--- src/rtl/counter_pkg.sv ---
// ---------------------------------------------------------------------------
// counter_pkg
//   Shared definitions for the up/down counter slice.
//   CNT_W     : default counter width in bits.
//   cnt_t     : count value type at the default width.
//   DIR_UP    : sel encoding for counting up.
//   DIR_DOWN  : sel encoding for counting down.
// ---------------------------------------------------------------------------
package counter_pkg;

    localparam int CNT_W = 4;

    typedef logic [CNT_W-1:0] cnt_t;

    localparam logic DIR_UP   = 1'b1;
    localparam logic DIR_DOWN = 1'b0;

endpackage : counter_pkg

--- src/rtl/updown_counter_core.sv ---
// ---------------------------------------------------------------------------
// updown_counter_core
//   Free-running WIDTH-bit up/down counter that wraps modulo 2**WIDTH.
//   Synchronous, active-high reset takes priority over the direction select.
//   Ports:
//     clk    in   1      rising-edge clock
//     rst    in   1      synchronous reset, 1 = clear count to 0
//     sel    in   1      direction, DIR_UP = +1, DIR_DOWN = -1
//     count  out  WIDTH  registered count value
// ---------------------------------------------------------------------------
module updown_counter_core
    import counter_pkg::*;
#(
    parameter int WIDTH = CNT_W
) (
    input  logic             clk,
    input  logic             rst,
    input  logic             sel,
    output logic [WIDTH-1:0] count
);

    localparam logic [WIDTH-1:0] STEP = WIDTH'(1);

    logic [WIDTH-1:0] count_d;
    logic [WIDTH-1:0] count_q;

    // Next-state mux: reset, then +1 / -1. Unsigned WIDTH-bit arithmetic
    // wraps naturally at both ends, so no explicit wrap handling is needed.
    always_comb begin
        count_d = count_q;
        if (rst) begin
            count_d = '0;
        end else if (sel == DIR_UP) begin
            count_d = count_q + STEP;
        end else begin
            count_d = count_q - STEP;
        end
    end

    always_ff @(posedge clk) begin
        count_q <= count_d;
    end

    assign count = count_q;

endmodule : updown_counter_core

--- src/rtl/synth_wrapper.sv ---
// ---------------------------------------------------------------------------
// synth_wrapper
//   Synthesis top for the WIDTH-bit up/down counter. Pure port mapping
//   around updown_counter_core; out comes straight from the count register.
//   Ports:
//     clk    in   1      rising-edge clock
//     rst_n  in   1      synchronous reset, ACTIVE HIGH despite the _n name
//                        (1 = reset)
//     sel    in   1      direction, 1 = count up, 0 = count down
//     out    out  WIDTH  current count
// ---------------------------------------------------------------------------
module synth_wrapper
    import counter_pkg::*;
#(
    parameter int WIDTH = CNT_W
) (
    input  logic             clk,
    input  logic             rst_n,
    input  logic             sel,
    output logic [WIDTH-1:0] out
);

    updown_counter_core #(
        .WIDTH (WIDTH)
    ) u_core (
        .clk   (clk),
        .rst   (rst_n),
        .sel   (sel),
        .count (out)
    );

endmodule : synth_wrapper

--- config.mk ---
export PLATFORM = sky130hd
export DESIGN_NAME = synth_wrapper
export DESIGN_NICKNAME = d
export VERILOG_FILES = /design/src/rtl/counter_pkg.sv /design/src/rtl/updown_counter_core.sv /design/src/rtl/synth_wrapper.sv
export SDC_FILE = /design/constraint.sdc
export NUM_CORES = 1
export LEC_CHECK = 0
export ABC_CLOCK_PERIOD_IN_PS = 1100
export CAP_MARGIN = 20
export CORE_AREA = 2 2 39 41
export CTS_CLUSTER_SIZE = 40
export DETAILED_ROUTE_END_ITERATION = 10
export DIE_AREA = 0 0 41 43
export PLACE_DENSITY = 0.37
export SKIP_CTS_REPAIR_TIMING = 1
export SYNTH_ARGS = -nofsm -noshare
export SYNTH_HDL_FRONTEND = slang
export SYNTH_SLANG_ARGS = --single-unit
--- constraint.sdc ---
create_clock -name clk -period 1.1 [get_ports clk]
set_input_delay 0.22 -clock clk [delete_from_list [all_inputs] [get_ports clk]]
set_output_delay 0.22 -clock clk [all_outputs]
set_load 0.03 [all_outputs]
# [Word level (Yosys, flattened, before mapping)]
# Cells that the tools add are included.
[classes] n_addsub=2 muxes=1
[ops] cell="4-bit by 1-bit adder with 4-bit output (second input constant)" count=1
[ops] cell="4-bit 2-to-1 mux" count=1
[ops] cell="4-bit by 1-bit subtractor with 4-bit output (second input constant)" count=1
[word_totals] register_bits=4 inputBits=3 output_inout_bits=4 elab_cells=4

# [Depth between registers and ports, before layout]
# Gate-level depths: netlist of run 1.
[logic_depth] ltp_word=2 ltp_mapped=5 depth_no_buf=5

# [Worst setup path before layout of run 1]
# OpenSTA, ideal clock, no wires.
[synth_path] path_kind="flip-flop to flip-flop" from="register u_core.count_q[2] (netlist: u_core.count[2])" to="register u_core.count_q[3] (netlist: u_core.count[3])" setup_time_ns=0.114 arrival_time_ns=1.166 required_ns=0.986 path_slack_ns=-0.180 stages_incl_launch_ff=5 n_path_buf=0 synth_period_minus_slack_ns=1.280 path_cell_list="dfxtp_1 > ha_1 > a21oi_1 > a21o_1 > a21oi_2"
[synth_via] elab_chain_cells=2
[synth_rtl] element="from (decl)" line="updown_counter_core.sv:25" rtl="logic [WIDTH-1:0] count_q;"
[synth_rtl] element="from (signal assigned)" line="updown_counter_core.sv:41" rtl="count_q <= count_d;"
[synth_rtl] element="4-bit by 1-bit subtractor with 4-bit output / 4-bit by 1-bit adder with 4-bit output (equally long branches)" line="updown_counter_core.sv:36, updown_counter_core.sv:34"
[synth_rtl] element="4-bit 2-to-1 mux *" line="updown_counter_core.sv:33" rtl="end else if (sel == DIR_UP) begin"
# Every way passes the cells marked *; elsewhere a longest branch is shown, timed or not.
# A chain may end at the register's enable or synchronous reset.

# [Final worst setup path of run 1]
[layout_path] from="register u_core.count_q[0] (netlist: u_core.count[0])" to="register u_core.count_q[1] (netlist: u_core.count[1])"
# Same word-level chain as after synthesis.

==> run summary, run 1 <==
The flow ran to the end, and the final reports show no timing, DRC or antenna violations. The biggest area contributor in the post-synthesis netlist is sky130_fd_sc_hd__dfxtp_1. The number of placed instances with taps included came out at 42. The run gives 6.83% as the total routing usage reported by global routing. The sort of element at the start of the critical path was a flop. The number of pins exceeding their max-slew limit in the final report is 0. The area added between synthesis and finish is 71.9%, and the area of the die is 0.00176 mm². The endpoint identified for the worst register-to-register timing path is u_core.count[1]$_SDFF_PP0_. The worst hold path belongs to the class flop to flop. TritonCTS built the clock tree. Power spread over the standard cell area amounts to 1930 mW/mm². Measured along the x axis, the die boundary spans 41 µm. Fill cells in the final layout number 152.

The worst clock skew on the final layout is 8.42 ps, and the clock edge transition at the registers on the reported setup and hold paths is 30 ps. The run gives 7 as the I/O pin count. The library cell used most frequently in the layout, excluding fill and tap cells, is sky130_fd_sc_hd__buf_4. The register bit count reported by yosys was 4; the worst voltage drop across the vdd grid was 0.383 mV. The number of port buffers came out at 6.

The worst hold path terminates at u_core.count[0]$_SDFF_PP0_. The top cell types in the final layout, fill and taps aside, are sky130_fd_sc_hd__buf_4, sky130_fd_sc_hd__clkbuf_4. The first global-routing pass estimated 690 µm of wire. The maximum frequency from static timing analysis is 949 MHz. Data on the critical path arrives at its endpoint at 1220 ps. The peak fanout along the critical path is 4. The number of antenna violations at the first check in global routing was 0. The static leakage power is 0.143 nW.

The CTS sink count came out at 4. Counting cells, the worst reg-to-reg path comes to 2. The maximum number of pins on one net before global-route repair is 5, and the final cycle utilization of the critical path is 95.8%. The worst setup slack for register-to-register paths came out at 50 ps. The detailed router placed 169 vias in this run. The number of clock buffers added by TritonCTS is 3. The number of antenna cells inserted is 0, and the number of DRC violations after detailed-routing iteration 0 is 8. The logs give 18 for the gate count after technology mapping and 1 for the number of H-tree branching levels. For the worst setup path, the data required time is 1260 ps.

The run gives 0 as the remaining number of nets flagged by the antenna check after routing. Buffer cell driving the clock tree root: sky130_fd_sc_hd__clkbuf_4. No sink is reached through more buffers than the 2 on the longest clock path.

The number of flip-flops under the largest register name is 4. Wires add up to 408 µm. The vias per cell is 3.76.

The count of cells in the finished layout, fillers not included, comes to 45. Setup violations remaining at the end of the flow were counted as 0. The worst register-to-register path begins at u_core.count[0]$_SDFF_PP0_.

The max-capacitance violation count is 0. For the sequential cell area fraction in the yosys report, the log shows 41.8%. Number of design rule violations left after detail routing: 0.

Setup repair after global routing left no endpoint under its margin. Normalized max-slew margin: 87.8%. Startpoint of the most critical hold path: u_core.count[0]$_SDFF_PP0_. The cell area that synthesis handed to floorplanning was 191 µm².

Hold timing on the final database bottoms out at a slack of 446 ps. The final net count came out at 37. Synthesis produced a netlist with a net count of 24. At the placement stage, the worst setup path has a slack of -474 ps.

The initial core utilization was 13.8%. Detailed placement ended at an HPWL of 290 µm. After layout, the worst setup slack is 45.8 ps. The count of unique library cells instantiated by Yosys is 11, and the number of iterations in the first detailed-routing pass is 2. The vertical die dimension is 43 µm. For the number of warnings printed during yosys synthesis, the log shows 0. The post-route netlist has 58.6% of its cells at a drive strength greater than 1. After synthesis, the mean cell area works out to 10.6 µm². The pin slew with the least headroom to its limit came out at 182 ps. Row generation in the floorplan step produced 14 rows. The clock period could shrink to 1050 ps. The clock network latency to the later pin of the worst-skew pair is 240 ps, and the number of stages on the worst hold path is 1. The run gives 0 as the number of hold-slack violations in the final timing report. By area the synthesized netlist is led by sky130_fd_sc_hd__dfxtp_1, sky130_fd_sc_hd__ha_1, sky130_fd_sc_hd__fa_1. Dividing the detail-routed wire length by the instance count gives 9.07 µm. The area of the core was 0.00138 mm². The area fraction of the dominant cell type after synthesis works out to 41.8%. The number of global-route vias before repair is 184. Routability-driven placement finished with a final weighted congestion of 0.713.

The final global-route overflow total is 0. STA classifies the critical path endpoint as a flop. The kind of critical path is flop to flop.
cells in the mapped netlist:
library cell	n
sky130_fd_sc_hd__a21o_1	1
sky130_fd_sc_hd__a21oi_1	1
sky130_fd_sc_hd__a21oi_2	1
sky130_fd_sc_hd__dfxtp_1	4
sky130_fd_sc_hd__fa_1	1
sky130_fd_sc_hd__ha_1	2
sky130_fd_sc_hd__inv_1	1
sky130_fd_sc_hd__nand3_1	2
sky130_fd_sc_hd__nor2_1	2
sky130_fd_sc_hd__nor2b_1	1
sky130_fd_sc_hd__xnor2_1	2
routing by layer:
layer / share of wire [%] / vias to the layer above / global-route usage [%]
met1: 37 / 78 / 5.47
met2: 57 / 5 / 9.38
met4: 2.0 / 0 / 10.0
met5: 0 / - / 0
met3: 3.7 / 2 / 3.14
li1: - / 84 / -
worst max-delay path by stage:
stage	from	to	slack (ps)	cells past startpoint
2_1_floorplan	u_core.count[1]$_SDFF_PP0_	u_core.count[1]$_SDFF_PP0_	20	2
3_3_place_gp	sel	u_core.count[2]$_SDFF_PP0_	-480	5
3_5_place_dp	sel	u_core.count[2]$_SDFF_PP0_	-470	5
4_1_cts	sel	u_core.count[2]$_SDFF_PP0_	-230	5
5_1_grt	u_core.count[0]$_SDFF_PP0_	u_core.count[1]$_SDFF_PP0_	8	2
6_report	u_core.count[0]$_SDFF_PP0_	u_core.count[1]$_SDFF_PP0_	50	2
report_power, final:
part / total, mW / switching [mW] / leakage, nW / internal, mW
clock network: 0.184 / 0.0621 / 0.0138 / 0.122
logic: 0.247 / 0.124 / 0.0946 / 0.123
registers: 0.204 / 0.0254 / 0.0347 / 0.179
metrics by stage:
stage               setup TNS (ps)  total power, mW  utilization [%]  instance area [µm²]
floorplan                        0            0.368                -                  216
global placement             -1370            0.453             21.8                  302
detailed placement           -1340            0.452             21.8                  302
CTS                           -656            0.646             23.4                  324
global route                     0            0.687             23.8                  329
finish                           0            0.635             23.8                  329
logic make-up after synthesis:
kind of cell | share of synthesized area, %
and+or+nand+nor | 12.4
DFF | 41.8
AOI/OAI and AO/OA | 11.1
adders and majority gates | 23.5
xor gates and xnor gates | 9.15
buffers and inverters | 1.96
worst max-delay path: stages, from the launching register on:
cell and delay, ps:
sky130_fd_sc_hd__dfxtp_4 350, sky130_fd_sc_hd__fa_2 520, sky130_fd_sc_hd__nor2b_1 120
cell type report:
cell class	instances	area (µm²)	area share [%]
Multi-Input combinational cell	13	126	38.4
Sequential cell	4	88.8	27.0
Timing Repair Buffer	8	67.6	20.5
Clock buffer	3	22.5	6.84
Tap cell	16	20.0	6.08
Inverter	1	3.75	1.14
(Power assumes the default switching activity.)
==> run 2, diff against run 1 <==
--- a/config.mk
+++ b/config.mk
@@ -7,11 +7,14 @@
 export LEC_CHECK = 0
 export ABC_CLOCK_PERIOD_IN_PS = 1100
 export CAP_MARGIN = 20
+export CELL_PAD_IN_SITES_DETAIL_PLACEMENT = 0
+export CELL_PAD_IN_SITES_GLOBAL_PLACEMENT = 2
 export CORE_AREA = 2 2 39 41
 export CTS_CLUSTER_SIZE = 40
 export DETAILED_ROUTE_END_ITERATION = 10
 export DIE_AREA = 0 0 41 43
-export PLACE_DENSITY = 0.37
+export DONT_BUFFER_PORTS = 1
+export PLACE_DENSITY = 0.4
 export SKIP_CTS_REPAIR_TIMING = 1
 export SYNTH_ARGS = -nofsm -noshare
 export SYNTH_HDL_FRONTEND = slang
==> run 2 against run 1 <==
  * Sequential power hardly changed
  * Via count fell by 14%
  * Highest routed layer is now met3
  * Cell count decreased by 8.9%
  * Critical endpoint is now u_core.count[3]$_SDFF_PP0_
  * Power is 4.4% lower
  * Clock skew fell by 2.5 ps
==> run summary, run 2 (synthesis results as in run 1) <==
The flow ran to the end, and the final reports show no timing, DRC or antenna violations. For the detailed placer's ending HPWL, the log shows 340 µm (was 290 µm). Number of global-route vias before repair: 152 (was 184). The max-capacitance violation count came out at 0 (unchanged). The static leakage power was 0.119 nW (was 0.143 nW); the worst voltage drop across the vdd grid was 0.746 mV (was 0.383 mV).

The tools report the initial core utilization as 13.8% (unchanged). The reg-to-reg critical path endpoint is u_core.count[3]$_SDFF_PP0_ (was u_core.count[1]$_SDFF_PP0_). The fraction of final layout cells sized beyond drive strength 1 is 52.0% (was 58.6%), and the routed wire length is 400 µm (was 408 µm).

The tools report the number of iterations in the first detailed-routing pass as 4 (was 2). The remaining number of nets flagged by the antenna check after routing is 0 (unchanged). The number of placement rows is 14 (unchanged), and the data arrival at the endpoint of the critical path is 1230 ps (was 1220 ps).

The run gives 20.9% (was 23.8%) as the core utilization of the finished layout. The wire length per cell after detailed routing is 9.76 µm (was 9.07 µm). Final net count: 33 (was 37). The final global-route overflow total came out at 0 (unchanged). Startpoint of the worst setup timing path: u_core.count[2]$_SDFF_PP0_ (was u_core.count[0]$_SDFF_PP0_).

Launching point of the worst reg2reg path: u_core.count[2]$_SDFF_PP0_ (was u_core.count[0]$_SDFF_PP0_). The ratio of total power to cell area was 2100 mW/mm² (was 1930 mW/mm²); the final setup slack of the worst path was 40.0 ps (was 45.8 ps). The vertical die dimension was 43 µm (unchanged); the peak fanout along the critical path was 3 (was 4). The kind of critical path is flop to flop (unchanged). The global-route wire length before repair came out at 662 µm (was 690 µm). The type of the tightest min-delay check was input port to flop (was flop to flop).

The run gives 0 ps (unchanged) as the post-route setup TNS. Number of antenna cells inserted: 0 (unchanged). The final RePlAce weighted congestion is 0.624 (was 0.713), and the final number of setup-violating endpoints is 0 (unchanged).

The tools report the endpoint of the worst hold path as u_core.count[2]$_SDFF_PP0_ (was u_core.count[0]$_SDFF_PP0_). The worst clock skew on the final layout is 5.88 ps (was 8.42 ps). The number of stages on the worst hold path came out at 1 (unchanged). The final cycle utilization of the critical path was 96.4% (was 95.8%); the clock network latency to the later pin of the worst-skew pair was 240 ps (about the same).

For the total routing usage reported by global routing, the log shows 6.74% (was 6.83%). For the number of DRC violations after detailed-routing iteration 0, the log shows 4 (was 8). Number of pins exceeding their max-slew limit in the final report: 0 (unchanged). Placement-stage worst setup slack: 30.0 ps (was -474 ps).

The vias per cell came out at 3.56 (was 3.76). The buffer cell driving the clock tree root is sky130_fd_sc_hd__clkbuf_4 (unchanged). For the final standard cell count with taps included and fillers excluded, the log shows 41 (was 45). The worst hold margin came out at 39.2 ps (was 446 ps). The post-route minimum period is 1060 ps (was 1050 ps). The run gives 146 (was 169) as the number of vias in the routed layout.

The maximum number of pins on one net before global-route repair is 5 (unchanged). Leading cell types in the layout, fill and taps excluded: sky130_fd_sc_hd__buf_4, sky130_fd_sc_hd__clkbuf_4 (unchanged). The sort of element at the start of the critical path is a flop (unchanged). The power consumption was 0.607 mW (was 0.635 mW). The logic depth of the worst register-to-register path is 4 (was 2), and the maximum frequency from static timing analysis is 943 MHz (was 949 MHz).

The capturing element type of the critical path is a flop (unchanged). For the area of the die, the log shows 0.00176 mm² (unchanged). The tools report the total non-filler cell area in the finished layout as 289 µm² (was 329 µm²). The most common cell after layout, fill and taps aside was sky130_fd_sc_hd__buf_4 (unchanged).

The tools report the area after detailed placement as 267 µm² (was 302 µm²). The number of placed instances with taps included came out at 38 (was 42). The run gives 7 (unchanged) as the I/O pin count.

The multi-input logic area was 124 µm² (was 126 µm²); the clock edge transition at the registers on the reported setup and hold paths was 40 ps (was 30 ps). The number of antenna violations at the first check in global routing was 0 (unchanged). The number of flip-flops under the largest register name was 4 (unchanged); the horizontal die dimension was 41 µm (unchanged).

The startpoint of the most critical hold path is rst_n (was u_core.count[0]$_SDFF_PP0_). The required time at the worst-slack endpoint came out at 1270 ps (was 1260 ps). The pin slew with the least headroom to its limit was 200 ps (was 182 ps); the normalized max-slew margin was 86.6% (was 87.8%). The area added between synthesis and finish is 51.0% (was 71.9%).

Setup repair after global routing left no endpoint under its margin. The number of design rule violations left after detail routing was 0 (unchanged); the CTS buffer count was 3 (unchanged). The worst setup slack for register-to-register paths came out at 40 ps (was 50 ps).

The number of port buffers is 0 (was 6), and the area of the core is 0.00138 mm² (unchanged). TritonCTS built the clock tree. For the sequential cell area, the log shows 88.8 µm² (unchanged).

For the number of H-tree branching levels, the log shows 1 (unchanged). The number of hold-slack violations in the final timing report is 0 (unchanged), and the maximum buffer depth of the clock tree is 2 (unchanged). CTS sink count: 4 (unchanged). The number of fillers in the final layout came out at 153 (was 152).
run 2: how the worst max path moves through the flow:
stage / to / slack, ps / cells after the start
floorplan: u_core.count[1]$_SDFF_PP0_ / 20 / 2
global placement: u_core.count[3]$_SDFF_PP0_ / 10 / 5
detailed placement: u_core.count[3]$_SDFF_PP0_ / 30 / 5
CTS: u_core.count[3]$_SDFF_PP0_ / 30 / 4
global route: u_core.count[3]$_SDFF_PP0_ / 7 / 4
finish: u_core.count[3]$_SDFF_PP0_ / 40 / 4
run 2: worst max-delay path, cell delays in order, from the launching register on:
cell and delay [ps]:
sky130_fd_sc_hd__dfxtp_4 340, sky130_fd_sc_hd__ha_4 280, sky130_fd_sc_hd__nand3_1 100, sky130_fd_sc_hd__a21o_1 180, sky130_fd_sc_hd__a21oi_2 100
run 2: per-layer routing:
metal | part of all wire (%) | wire (µm) | up-vias | global-route usage, %
li1 | - | - | 74 | -
met3 | 12 | 46 | 0 | 9.42
met4 | 0 | 0 | 0 | 4.00
met5 | 0 | 0 | - | 0
met2 | 51 | 204 | 5 | 7.50
met1 | 37 | 148 | 67 | 6.15
run 2: area by class of cell:
class	instances	share of cell area, %
tap	16	6.93
timing repair buffer	4	10.4
multi-input combinational	13	42.9
sequential	4	30.7
inverter	1	1.30
clock buffer	3	7.79
run 2: power by group:
group,switching [mW],internal [mW],total (mW)
logic,0.118,0.102,0.221
registers,0.0230,0.179,0.202
clock network,0.0622,0.122,0.184
